<file path="src/rtl/l2_cache_control.sv">
// Control FSM for a 4-way set-associative write-back L2 with tree pseudo-LRU.
// Optional performance counters are built only when L2_PERF_CNT_EN is defined.
module l2_cache_control #(
  parameter int CNT_WIDTH = 16
) (
  input  logic                 clk,
  input  logic                 rst_n,
  input  logic                 l2_read,
  input  logic                 l2_write,
  output logic                 l2_resp,
  input  logic [7:0]           way_state,
  input  logic [2:0]           lru_in,
  output logic [20:0]          ctl,
  output logic [2:0]           lru_out,
  output logic [1:0]           way_sel,
  output logic                 datain_sel,
  output logic                 pmem_addr_sel,
  output logic                 pmem_read,
  output logic                 pmem_write,
  input  logic                 pmem_resp,
  output logic [CNT_WIDTH-1:0] hit_cnt,
  output logic [CNT_WIDTH-1:0] miss_cnt,
  output logic [CNT_WIDTH-1:0] wb_cnt
);

  typedef enum logic [1:0] {
    IDLE  = 2'd0,
    TAG   = 2'd1,
    WB    = 2'd2,
    ALLOC = 2'd3
  } state_e;

  // Per-way strobe fields {load_d, load_v, load_TD, d_in, v_in}
  localparam logic [4:0] WR_HIT_FIELD = 5'b10110;
  localparam logic [4:0] FILL_FIELD   = 5'b11101;

  state_e      state_q;
  logic [1:0]  victim_q;
  logic [3:0]  hit_vec_s;
  logic [3:0]  dirty_vec_s;
  logic        any_hit_s;
  logic [1:0]  hit_way_s;
  logic [1:0]  victim_s;
  logic        req_s;
  logic        tag_hit_s;

  function automatic logic [1:0] lru_victim(input logic [2:0] lru);
    logic [1:0] v;
    if (!lru[2]) begin
      v = lru[1] ? 2'd1 : 2'd0;
    end else begin
      v = lru[0] ? 2'd3 : 2'd2;
    end
    return v;
  endfunction

  function automatic logic [2:0] lru_update(input logic [2:0] lru, input logic [1:0] w);
    logic [2:0] n;
    if (!w[1]) begin
      n = {1'b1, (w == 2'd0), lru[0]};
    end else begin
      n = {1'b0, lru[1], (w == 2'd2)};
    end
    return n;
  endfunction

  // Decode per-way status and pick the lowest-index hitting way
  always_comb begin
    hit_way_s = 2'd0;
    for (int w = 0; w < 4; w++) begin
      hit_vec_s[w]   = way_state[6-2*w];
      dirty_vec_s[w] = way_state[7-2*w];
    end
    for (int w = 3; w >= 0; w--) begin
      if (hit_vec_s[w]) begin
        hit_way_s = 2'(w);
      end else begin
        hit_way_s = hit_way_s;
      end
    end
    any_hit_s = |hit_vec_s;
    victim_s  = lru_victim(lru_in);
    req_s     = l2_read | l2_write;
    tag_hit_s = (state_q == TAG) && req_s && any_hit_s;
  end

  // Main controller state and latched victim way
  always_ff @(posedge clk or negedge rst_n) begin
    if (!rst_n) begin
      state_q  <= IDLE;
      victim_q <= 2'd0;
    end else begin
      case (state_q)
        IDLE: begin
          if (req_s) state_q <= TAG;
          else       state_q <= IDLE;
        end
        TAG: begin
          if (!req_s || any_hit_s) begin
            state_q <= IDLE;
          end else begin
            victim_q <= victim_s;
            state_q  <= dirty_vec_s[victim_s] ? WB : ALLOC;
          end
        end
        WB: begin
          if (pmem_resp) state_q <= ALLOC;
          else           state_q <= WB;
        end
        ALLOC: begin
          if (pmem_resp) state_q <= TAG;
          else           state_q <= ALLOC;
        end
        default: state_q <= IDLE;
      endcase
    end
  end

  // Output decode from the registered state; IDLE drives everything low
  always_comb begin
    l2_resp       = 1'b0;
    ctl           = 21'd0;
    lru_out       = 3'd0;
    way_sel       = 2'd0;
    datain_sel    = 1'b0;
    pmem_addr_sel = 1'b0;
    pmem_read     = 1'b0;
    pmem_write    = 1'b0;
    case (state_q)
      TAG: begin
        if (tag_hit_s) begin
          l2_resp = 1'b1;
          ctl[20] = 1'b1;
          lru_out = lru_update(lru_in, hit_way_s);
          way_sel = hit_way_s;
          if (l2_write) begin
            datain_sel = 1'b1;
            for (int w = 0; w < 4; w++) begin
              if (2'(w) == hit_way_s) ctl[19-5*w -: 5] = WR_HIT_FIELD;
              else                    ctl[19-5*w -: 5] = 5'd0;
            end
          end else begin
            datain_sel = 1'b0;
          end
        end else begin
          l2_resp = 1'b0;
        end
      end
      WB: begin
        pmem_write    = 1'b1;
        pmem_addr_sel = 1'b1;
        way_sel       = victim_q;
      end
      ALLOC: begin
        pmem_read = 1'b1;
        if (pmem_resp) begin
          for (int w = 0; w < 4; w++) begin
            if (2'(w) == victim_q) ctl[19-5*w -: 5] = FILL_FIELD;
            else                   ctl[19-5*w -: 5] = 5'd0;
          end
        end else begin
          ctl = 21'd0;
        end
      end
      default: begin
        l2_resp = 1'b0;
      end
    endcase
  end

`ifdef L2_PERF_CNT_EN
  logic [CNT_WIDTH-1:0] hit_cnt_q;
  logic [CNT_WIDTH-1:0] miss_cnt_q;
  logic [CNT_WIDTH-1:0] wb_cnt_q;
  logic                 from_idle_q;
  logic                 tag_miss_s;
  logic                 wb_done_s;

  always_comb begin
    tag_miss_s = (state_q == TAG) && req_s && !any_hit_s;
    wb_done_s  = (state_q == WB) && pmem_resp;
  end

  // Saturating counters; refill re-lookups (TAG entered from ALLOC) are not hits
  always_ff @(posedge clk or negedge rst_n) begin
    if (!rst_n) begin
      hit_cnt_q   <= {CNT_WIDTH{1'b0}};
      miss_cnt_q  <= {CNT_WIDTH{1'b0}};
      wb_cnt_q    <= {CNT_WIDTH{1'b0}};
      from_idle_q <= 1'b0;
    end else begin
      if (state_q == IDLE && req_s)          from_idle_q <= 1'b1;
      else if (state_q == ALLOC && pmem_resp) from_idle_q <= 1'b0;
      else                                   from_idle_q <= from_idle_q;
      if (tag_hit_s && from_idle_q && hit_cnt_q != {CNT_WIDTH{1'b1}})
        hit_cnt_q <= hit_cnt_q + CNT_WIDTH'(1);
      else
        hit_cnt_q <= hit_cnt_q;
      if (tag_miss_s && miss_cnt_q != {CNT_WIDTH{1'b1}})
        miss_cnt_q <= miss_cnt_q + CNT_WIDTH'(1);
      else
        miss_cnt_q <= miss_cnt_q;
      if (wb_done_s && wb_cnt_q != {CNT_WIDTH{1'b1}})
        wb_cnt_q <= wb_cnt_q + CNT_WIDTH'(1);
      else
        wb_cnt_q <= wb_cnt_q;
    end
  end

  assign hit_cnt  = hit_cnt_q;
  assign miss_cnt = miss_cnt_q;
  assign wb_cnt   = wb_cnt_q;
`else
  assign hit_cnt  = {CNT_WIDTH{1'b0}};
  assign miss_cnt = {CNT_WIDTH{1'b0}};
  assign wb_cnt   = {CNT_WIDTH{1'b0}};
`endif

endmodule

</file>
<file path="config.mk">
export PLATFORM = sky130hd
export DESIGN_NAME = l2_cache_control
export DESIGN_NICKNAME = d
export VERILOG_FILES = /design/src/rtl/l2_cache_control.sv
export SDC_FILE = /design/constraint.sdc
export NUM_CORES = 1
export LEC_CHECK = 0
export BUFFER_PORTS_ARGS = -buffer_cell sky130_fd_sc_hd__buf_2
export CAP_MARGIN = 20
export CORE_MARGIN = 10
export CORE_UTILIZATION = 38
export CTS_CLUSTER_SIZE = 40
export DETAILED_ROUTE_END_ITERATION = 16
export PLACE_DENSITY_LB_ADDON = 0.1
export SLEW_MARGIN = 25
export SYNTH_ARGS = -nofsm -noshare
export SYNTH_HDL_FRONTEND = slang
export SYNTH_SLANG_ARGS = --single-unit
</file>
<file path="constraint.sdc">
create_clock -name clk -period 3.6 [get_ports clk]
set_input_delay 0.72 -clock clk [delete_from_list [all_inputs] [get_ports clk]]
set_output_delay 0.72 -clock clk [all_outputs]
set_load 0.1 [all_outputs]
</file>
==> implementation parameters <==
Parameter                              Value

Layout
  Most frequent cells in the layout ... sky130_fd_sc_hd__conb_1 (48), sky130_fd_sc_hd__buf_2 (46), sky130_fd_sc_hd__nor2_1 (6)
  Most common library cell in the layout ignoring fill and taps ... sky130_fd_sc_hd__conb_1
  Area occupied by multi-input gates ... 623 µm²
  Growth of design area from synthesis to finish ... 11.8%
  Fin util ... 45.7%
  Diode insertion count for antenna repair ... 0
  Fillcell total ... 244
  Sequential cell area ... 100 µm²
  Post-route cell area ... 1030 µm²
  Fraction of layout cells with a size suffix above 1 ... 41.8%
  Nets ... 180

Die
  Area enclosed by the die boundary ... 4790 µm²
  # rows ... 17
  Core Box Area ... 2250 µm²
  Number of top-level pins ... 95
  DIE WIDTH ... 69.2 µm
  Initial core utilization ... 40.8%
  Vertical extent of the die ... 69.2 µm

Synthesis
  Part of the Yosys area used for sequential elements ... 10.9%
  Synth Instances ... 119
  Synthesis-stage register bit count ... 4
  Unique cell type count in the Yosys netlist ... 27
  Average size of a mapped cell ... 7.74 µm²
  Area of the mapped netlist ... 921 µm²
  Warning count from the yosys run ... 0

GRT
  Vias in the first global route ... 875
  Maximum number of pins on one net before global-route repair ... 8
  Wire length of the first global-routing pass ... 4.05 mm
  Gr ovfl total ... 0
  Total global-route track usage ... 9.85%
  Number of antenna violations at the first check in global routing ... 0

Power and ir drop
  Post-route total power ... 0.560 mW
  Switching power share of the total ... 75.0%
  Share of power burned in combinational logic ... 75.7%
  Worst vdd ir ... 0.249 mV
  Proportion of power drawn by the clock network ... 10.2%
  Total power divided by cell area ... 544 nW/µm²
  Static Leakage ... 0.640 nW
  Psw ... 0.420 mW
  Internal Pwr Total ... 0.140 mW
  Sequential cell fraction of total power ... 14.1%

Route
  DRC violation count after routing ... 0
  Drt pass-1 iters ... 3
  Final routed wire length divided by cell count ... 14.0 µm
  Final routed wirelength across all metal layers ... 2.60 mm
  Violation count after the first detailed-routing iteration ... 12
  Number of vias after detailed routing ... 744
  Number of antenna-violating nets in the routed design ... 0
  Ratio of routed vias to standard cells ... 4.00

Clocking
  Skew-Pair Late Insertion Delay ... 0.24 ns
  Hold-fix buffers at CTS ... 0
  Bufs on Longest Clock Path ... 2
  CTS tree ... built
  Post_cts resized ... 0
  Sink Count ... 4
  Buffer count from post-CTS setup fixing ... 0
  Clock Root Buffer ... sky130_fd_sc_hd__clkbuf_4
  Clock slew at reported path FFs ... 0.04 ns
  Clock H-tree levels ... 1
  Total CTS buffers ... 3

Timing
  Max Transition Viols Final ... 0
  RSZ-0062 raised after global routing ... false
  Largest clock skew in the final design ... 0.00869 ns
  Hold Vio Cnt, Final ... 0
  Setup violations, final ... 0
  Setup WS post-layout ... 0.953 ns
  Tightest slew margin relative to the limit ... 66.6%
  Worst Max-Slew Pin Slew ... 0.496 ns
  Min Tclk post-route ... 2.65 ns
  Highest clock frequency the design can meet ... 378 MHz
  Final critical-path share of the clock period ... 73.5%

Critical path
  Required arrival time at the worst endpoint ... 2.88 ns
  Startpoint Class ... flop
  Critical path endpoint category ... primary output
  Crit path DAT ... 1.93 ns
  Category of the critical setup timing path ... reg2out
  Crit-path max FO ... 4

Placed design
  Input/output buffers ... 46
  Final HPWL from detailed placement ... 2.41 mm
  Final RePlAce weighted congestion ... 0.807
  Worst slack, placed ... 0.984 ns
  Post-DP Area ... 1010 µm²

Job
  Max-capacitance violation count ... 0

Outcome
  Status ... completed

Worst hold path
  Tightest Hold Check Type ... in2async
cells in the mapped netlist:
cell type	instances	share of area (%)
sky130_fd_sc_hd__mux2i_1	4	4.3
sky130_fd_sc_hd__or2_2	4	2.7
sky130_fd_sc_hd__nor4b_1	1	0.95
sky130_fd_sc_hd__inv_1	5	2.0
sky130_fd_sc_hd__nor2b_1	1	0.68
sky130_fd_sc_hd__dfrtp_1	4	11
sky130_fd_sc_hd__o21ai_0	3	1.6
sky130_fd_sc_hd__o21a_1	2	1.6
sky130_fd_sc_hd__and4_1	2	1.9
sky130_fd_sc_hd__nor3b_1	2	1.6
sky130_fd_sc_hd__o31ai_1	1	0.82
sky130_fd_sc_hd__a21boi_0	1	0.82
sky130_fd_sc_hd__nor4_4	1	2.3
sky130_fd_sc_hd__a21oi_1	5	2.7
sky130_fd_sc_hd__a32oi_1	1	0.95
sky130_fd_sc_hd__nor3_1	2	1.1
sky130_fd_sc_hd__nand2_1	4	1.6
sky130_fd_sc_hd__conb_1	1	0.41
sky130_fd_sc_hd__ha_1	4	5.4
sky130_fd_sc_hd__a31oi_1	2	1.4
sky130_fd_sc_hd__o211ai_1	1	0.82
sky130_fd_sc_hd__nand2_2	1	0.68
sky130_fd_sc_hd__or2_1	1	0.68
sky130_fd_sc_hd__nor2_1	7	2.9
sky130_fd_sc_hd__buf_4	57	46
sky130_fd_sc_hd__mux2_4	1	1.6
sky130_fd_sc_hd__and2b_2	1	0.95
final timing paths:
kind / from / end / slack, ns / cells after the start
worst max-delay path: state_q[1] / ctl[9] / 0.95 / 6
worst min register to register: victim_q[0] / victim_q[0] / 0.71 / 2
worst min-delay path: rst_n / victim_q[0] / 0.27 / 1
worst max register to register: state_q[1] / victim_q[1] / 2.15 / 5
min in group clk: victim_q[0] / victim_q[0] / 0.71 / 2
max in group asynchronous: rst_n / state_q[0] / 3.20 / 1
through the flow:
step | std cells | hold WS [ns] | TNS, ns
2_1_floorplan | 166 | 0.424 | -0.249
3_3_place_gp | 183 | 0.528 | 0
3_5_place_dp | 183 | 0.528 | 0
4_1_cts | 186 | 0.268 | 0
5_1_grt | 186 | 0.282 | 0
6_report | 186 | 0.272 | 0
logic make-up (layout without fill, tap and decap cells):
kind of cell    count (synthesis)  after routing  synth area share [%]
buf+inv                        62             54                  48.5
fa+ha+maj                       4              4                  5.43
simple gates                   27             27                  18.1
flops                           4              4                  10.9
compound gates                 16             16                  10.7
mux                             5              5                  5.98
other cells                     1             48                 0.407
flip-flops by register name, summed over array words and instances, names as in the netlist:
name / flops
victim_q: 2
state_q: 2
area by class of cell:
| cell class | count | share of cell area [%] |
|---|---|---|
| tap | 28 | 3.40 |
| clock buffer | 3 | 2.19 |
| multi-input combinational | 100 | 60.5 |
| timing repair buffer | 46 | 22.4 |
| inverter | 5 | 1.82 |
| sequential | 4 | 9.72 |
critical path: stages, from the launching register on:
cell and delay [ns]:
sky130_fd_sc_hd__dfrtp_1 0.41, sky130_fd_sc_hd__inv_1 0.09, sky130_fd_sc_hd__ha_1 0.20, sky130_fd_sc_hd__nand2_1 0.17, sky130_fd_sc_hd__nor4b_4 0.25, sky130_fd_sc_hd__or2_2 0.16, sky130_fd_sc_hd__buf_2 0.42
power by group through the flow:
stage / Sequential, mW / Clock (mW) / Combinational (mW)
finish: 0.0789 / 0.0572 / 0.424
global route: 0.0816 / 0.0605 / 0.438
CTS: 0.0794 / 0.0594 / 0.422
detailed placement: 0.0799 / 0 / 0.422
global placement: 0.0795 / 0 / 0.422
floorplan: 0.0747 / 0 / 0.428
metal layers:
metal,track usage [%],up-vias,wire (µm)
li1,-,367,-
met1,9.93,317,975
met2,16.6,56,1250
met3,5.56,4,345
met4,3.33,0,19
met5,0,-,0
Note: power is estimated with default switching activity, not from simulation.
